## src/rtl/msh_node_outp_arb.sv

```systemverilog
`default_nettype none
// ============================================================================
//  Module   : msh_node_outp_arb
//  Purpose  : Output-port arbiter for one mesh node link. Round-robin,
//             packet-locked arbitration among NUM_REQ input ports, with
//             downstream credit gating so the neighbour's buffer never
//             overruns.
//  Revision : 1.0  initial release
// ============================================================================
module msh_node_outp_arb #(
    parameter  int NUM_REQ     = 5,
    parameter  int MAX_CREDITS = 8,
    localparam int CREDIT_W    = $clog2(MAX_CREDITS + 1),
    localparam int OWN_W       = $clog2(NUM_REQ)
) (
    input  logic                mclk,
    input  logic                i_reset_n,
    input  logic [NUM_REQ-1:0]  i_vld,
    input  logic [NUM_REQ-1:0]  i_eop,
    input  logic                i_crd_rtn,
    output logic [NUM_REQ-1:0]  o_gnt,
    output logic                o_busy,
    output logic [OWN_W-1:0]    o_owner,
    output logic [CREDIT_W-1:0] o_crd_cnt,
    output logic                o_crd_err
);

    localparam logic [CREDIT_W-1:0] CRD_MAX  = CREDIT_W'(MAX_CREDITS);
    localparam logic [OWN_W-1:0]    LAST_IDX = OWN_W'(NUM_REQ - 1);

    typedef enum logic [0:0] {
        ST_IDLE = 1'b0,
        ST_BUSY = 1'b1
    } state_t;

    state_t              state_q,   state_d;
    logic [OWN_W-1:0]    owner_q,   owner_d;
    logic [OWN_W-1:0]    rr_ptr_q,  rr_ptr_d;
    logic [CREDIT_W-1:0] crd_cnt_q, crd_cnt_d;
    logic                crd_err_q, crd_err_d;

    logic                win_found;
    logic [OWN_W-1:0]    win_idx;
    logic                xfer;
    logic [OWN_W-1:0]    owner_nxt;

    // Round-robin search starting at rr_ptr; walking offsets from the far end
    // down to zero lets the closest valid requester overwrite the others.
    always_comb begin
        win_found = 1'b0;
        win_idx   = '0;
        for (int k = NUM_REQ - 1; k >= 0; k--) begin
            int sum;
            sum = int'(rr_ptr_q) + k;
            if (sum >= NUM_REQ) begin
                sum = sum - NUM_REQ;
            end
            if (i_vld[sum]) begin
                win_found = 1'b1;
                win_idx   = OWN_W'(sum);
            end
        end
    end

    // A flit moves only when the owner is valid and a credit is available.
    assign xfer      = (state_q == ST_BUSY) && (crd_cnt_q != '0) && i_vld[owner_q];
    assign owner_nxt = (owner_q == LAST_IDX) ? '0 : owner_q + 1'b1;

    // Next-state logic for the packet FSM, round-robin pointer and credits.
    always_comb begin
        state_d   = state_q;
        owner_d   = owner_q;
        rr_ptr_d  = rr_ptr_q;
        crd_cnt_d = crd_cnt_q;
        crd_err_d = crd_err_q;

        unique case (state_q)
            ST_IDLE: begin
                if (win_found) begin
                    state_d = ST_BUSY;
                    owner_d = win_idx;
                end
            end
            ST_BUSY: begin
                if (xfer && i_eop[owner_q]) begin
                    state_d  = ST_IDLE;
                    rr_ptr_d = owner_nxt;
                end
            end
            default: state_d = ST_IDLE;
        endcase

        // Transfer and return in the same cycle cancel out; an overflowing
        // return leaves the count saturated and flags a protocol error.
        unique case ({xfer, i_crd_rtn})
            2'b10: crd_cnt_d = crd_cnt_q - 1'b1;
            2'b01: begin
                if (crd_cnt_q == CRD_MAX) begin
                    crd_err_d = 1'b1;
                end else begin
                    crd_cnt_d = crd_cnt_q + 1'b1;
                end
            end
            default: crd_cnt_d = crd_cnt_q;
        endcase
    end

    // State registers; reset abandons any packet in flight immediately.
    always_ff @(posedge mclk or negedge i_reset_n) begin
        if (!i_reset_n) begin
            state_q   <= ST_IDLE;
            owner_q   <= '0;
            rr_ptr_q  <= '0;
            crd_cnt_q <= CRD_MAX;
            crd_err_q <= 1'b0;
        end else begin
            state_q   <= state_d;
            owner_q   <= owner_d;
            rr_ptr_q  <= rr_ptr_d;
            crd_cnt_q <= crd_cnt_d;
            crd_err_q <= crd_err_d;
        end
    end

    // Grant is decoded purely from registers so i_vld never feeds o_gnt.
    always_comb begin
        o_gnt = '0;
        if ((state_q == ST_BUSY) && (crd_cnt_q != '0)) begin
            o_gnt[owner_q] = 1'b1;
        end
    end

    assign o_busy    = (state_q == ST_BUSY);
    assign o_owner   = owner_q;
    assign o_crd_cnt = crd_cnt_q;
    assign o_crd_err = crd_err_q;

endmodule
`default_nettype wire
```

## config.mk

```make
export PLATFORM = sky130hd
export DESIGN_NAME = msh_node_outp_arb
export DESIGN_NICKNAME = d
export VERILOG_FILES = /design/src/rtl/msh_node_outp_arb.sv
export SDC_FILE = /design/constraint.sdc
export NUM_CORES = 1
export LEC_CHECK = 0
export CAP_MARGIN = 20
export CORE_MARGIN = 2
export CORE_UTILIZATION = 55
export CTS_BUF_LIST = sky130_fd_sc_hd__clkbuf_16
export CTS_CLUSTER_SIZE = 25
export DETAILED_ROUTE_END_ITERATION = 8
export PLACE_DENSITY = 0.88
export SETUP_SLACK_MARGIN = 0.2
export SLEW_MARGIN = 10
export SYNTH_ARGS = -nofsm -noshare
export SYNTH_HDL_FRONTEND = slang
export SYNTH_SLANG_ARGS = --single-unit
```

## constraint.sdc

```tcl
create_clock -name mclk -period 9.1 [get_ports mclk]
set_clock_uncertainty 0.2 [all_clocks]
set_input_delay 1.365 -clock mclk [delete_from_list [all_inputs] [get_ports mclk]]
set_output_delay 1.365 -clock mclk [all_outputs]
set_load 0.1 [all_outputs]
```

==> results.md <==
* Hold Slack at 276 ps
* Syn-to-layout area delta at 17.8%
* Core ar. at 0.00334 sq mm
* Top Ports at 27
* Final antenna-violating net count at 0
* FP Rows at 21
* Tot GR Track Use at 26.7%
* Pins over their slew limit at 0
* CP max FO at 20
* # hold bufs at CTS at 0
* Reg2reg path depth at 9
* Post-synth EDFFs at 0
* Max-Slew Margin vs Limit at 33.1%
* Worst EP arrival at 4270 ps
* WP data required at 9040 ps
* Die Y at 63.0 um
* Drt wl/cell at 16.6 um
* Drc violations at 0
* Total grt overflow at 0
* Post-synthesis instance area at 0.00191 sq mm
* Clk root buf: clkbuf_16
* Post-CTS Setup Bufs at 0
* First-pass GRT wire length at 8.60 mm
* Ys Warns at 0
* Top FF cell, synth: dfrtp_1
* Hold path cells at 1
* Most common cell after layout, fill and taps aside: clkdlybuf4s50_1
* Number of CTS-inserted buffers at 3
* Final Util at 67.6%
* Status: completed
* Critical Path Sink Type: flip-flop
* CTS Buffer Depth at 2
* Detailed-route via count at 2008
* Final setup TNS at 0 ps
* Maxcap violations at 0
* Total Die Area at 0.00397 sq mm
* F_max at 0.231 GHz
* RSZ-0062 raised after global routing: false
* Initial Utilization at 57.4%
* Worst Max-Slew Pin Slew at 1000 ps
* Critical Setup Path Class: flip-flop to flip-flop
* Initial DRC count at 257
* Hold Startpoint: o_crd_err
* CTS tree: yes
* Port Buf Inserts at 26
* Largest net degree at the start of global routing at 27
* Ant diodes at 0
* Clock tree sinks at 12
* First-pass DRT Iterations at 5
* CP startpoint kind: flip-flop
* Placed Instance Area at 0.00218 sq mm
* Reg-to-reg critical path startpoint: rr_ptr_q[1]
* Setup violations, final at 0
* Clock transition at path regs at 40 ps
* Post-synth ARST share at 100%
* Seq cells post-synth at 12
* Min-delay worst type: flip-flop to flip-flop
* Number of vias per cell at 6.56
* Most frequent cells in the layout: 26 x clkdlybuf4s50_1, 20 x a21oi_1, 18 x ha_1, 16 x nor2_1
* CTS-repair resized insts at 0
* Post-Synthesis Cells at 243
* Initial antenna violation count at 0
* Fin crit share at 47.5%
* Layout cells sized above 1 at 7.69%
* Number of global-route vias before repair at 1830
* Placer Congestion at 0.972
* Dpl hpwl at 3.67 mm
* Clk_lat worst skew at 240 ps
* Die Width at 63.0 um
* Tmin final at 4330 ps
* Final Cell Area at 0.00225 sq mm
* Post-synth cell types at 63
* Seq/Total Area, Yosys at 15.8%
* Final hold vios at 0
* H-tree depth at 1
* Synth Net Count at 275
* Net count, final at 293
* Post-synthesis average cell area at 7.88 sq um
* CP Launch Point: rr_ptr_q[1]
* Post-Route WL at 5.08 mm
## state kept, by name, summed over array words and instances (netlist names)
name,flops
o_busy,1
o_owner,3
o_crd_cnt,4
o_crd_err,1
rr_ptr_q,3
## logic make-up (layout without fill, tap and decap cells)
kind of cell | count (synthesis) | after routing | share of synthesized area (%)
and+or+nand+nor | 84 | 84 | 23.7
AOI/OAI and AO/OA | 77 | 77 | 29.2
muxes | 13 | 13 | 8.17
DFF | 12 | 12 | 15.8
adders and majority gates | 19 | 19 | 12.8
buffers and inverters | 29 | 46 | 6.27
xor gates and xnor gates | 9 | 9 | 4.12
## final cells by class
type | count | area [sq um]
clock buffers | 3 | 75.1
clock inverters | 1 | 3.75
fillers | 274 | 1080
inverters | 15 | 56.3
multi-input cells | 202 | 1490
flip-flops and latches | 12 | 302
well taps | 46 | 57.6
repair buffers | 27 | 268
## critical path: stages, from the launching register on
cell       delay [ps]
dfrtp_1           640
inv_1             300
ha_1              770
nand2b_1          160
a2111oi_1         770
or2_1             270
a211oi_2          130
or4_1             540
and4_4            200
o32ai_2           240
## cell usage after synthesis (all sizes together) (6+ instances only)
cell type	n	share of area, %
clkbuf	10	2.0
o21ai	10	2.6
nand2b	6	2.0
nor2b	6	2.0
mux2i	10	5.2
dfrtp	11	14
a211oi	7	3.0
nand2	14	2.7
nor2	16	3.1
a21oi	20	5.2
inv	15	2.9
ha	18	12
nor3	13	3.4
xnor2	7	3.2
## metal layers
| metal | share of wire (%) | track usage [%] |
|---|---|---|
| met5 | 0 | 0 |
| met4 | 2.2 | 7.22 |
| met3 | 8.6 | 5.59 |
| met2 | 48 | 43.9 |
| met1 | 41 | 35.5 |
## per-stage QoR
stage	setup slack, ps	cells
final	4770	306
after global routing	4580	306
after CTS	4830	306
after detailed placement	4800	302
after global placement	4880	302
after floorplan	4020	243
## final timing paths
check	end	slack, ps
setup reg to reg	o_owner[1]	4770
hold / removal	o_crd_err	280
min in group asynchronous	o_owner[0]	1280
hold reg to reg	o_crd_err	280
max in group asynchronous	o_crd_cnt[3]	7050
setup / recovery	o_owner[1]	4770
Power is not shown: default switching activity piles up to over one toggle a cycle in this logic, so the estimate is an artifact.
==> variant, RTL diff (config.mk and constraints unchanged) <==
Make the reset (`i_reset_n`) synchronous in one clocked block.
--- a/src/rtl/msh_node_outp_arb.sv
+++ b/src/rtl/msh_node_outp_arb.sv
@@ -108,3 +108,3 @@
     // State registers; reset abandons any packet in flight immediately.
-    always_ff @(posedge mclk or negedge i_reset_n) begin
+    always_ff @(posedge mclk) begin
         if (!i_reset_n) begin
Formal check against the unedited RTL: differs if i_reset_n is asserted again (counterexample within 4 cycles, from zero or initial values and one cycle with i_reset_n low); with i_reset_n held inactive, the same outputs for 10 cycles.
==> variant against the original RTL <==
Critical path depth is 2 higher. Routed wire length grew 7.9%. Synthesized area rose by 6.7%. Global-route usage increased by 0.10 points. Sequential cell count unchanged. Setup slack gained 0.25 ns. Design area grew 5.2%.
==> variant: results (changes against the original RTL) <==
metric	value	unit	change
worstPathMaxFanout	12		-40%
regToRegSetupSlack	5.20	ns	+0.43 ns
routed-wl-met2	2680	um	+9.9%
yosysUniqueCellTypes	66		+4.8%
finalNetCount	314		+7.2%
pre_cts_ws	4.86	ns	+0.0528 ns
wl_met3	447	um	+2.3%
post_dp_cell_area	0.00229	mm^2	+5.3%
cpPeakStageDelay	0.75	ns	-0.02 ns
outcome	finished clean		
firstDrtPassIters	4		-1
place_hpwl	4020	um	+9.4%
grt_use_met1	33.5	%	-2.0 points
async_flop_share	0	%	-100 points
grt_max_degree	35		+30%
via_per_inst	6.53		-0.55%
slew_headroom	34.5	%	+1.4 points
holdWs	0.274	ns	-0.00193 ns
fin_crit_sh	44.8	%	-2.8 points
slowest_stage	clkdlybuf4s50_1		
synth_area_leaders	dfxtp_1 12%, ha_1 11%, nand2_1 4.6%		
ys_seq_area_share	11.8	%	-4.0 points
arrival	3.98	ns	-0.29 ns
syn-num-nets	298		+8.4%
grt_usage	26.9	%	+0.10 points
drive_above_1_share	5.34	%	-2.4 points
grtUsageMet3	4.69	%	-0.90 points
routabilityCongestion	0.955		-1.8%
==> variant: layout make-up <==
class	instances	share of cell area, %
well taps	48	2.53
inverters	13	2.06
multi-input cells	225	70.7
repair buffers	27	11.3
clock inverters	1	0.158
flip-flops and latches	12	10.1
clock buffers	3	3.17
==> variant: cells by family (layout without fill, tap and decap cells) <==
family	count (synthesis)	in the layout	share of synthesized area [%]
AOI/OAI and AO/OA	84	84	30.2
DFF	12	12	11.8
adders and majority gates	19	19	12.0
buffers and inverters	29	44	6.25
muxes	14	14	9.12
and+or+nand+nor	101	101	27.3
xor gates and xnor gates	7	7	3.37
==> variant: path summary, 6_finish.rpt <==
| kind | startpoint | endpoint | cells after the start |
|---|---|---|---|
| setup / recovery | i_vld[2] | o_crd_cnt[3] | 11 |
| hold / removal | o_crd_err | o_crd_err | 1 |
| setup reg to reg | rr_ptr_q[1] | o_owner[0] | 9 |
| hold reg to reg | o_crd_err | o_crd_err | 1 |
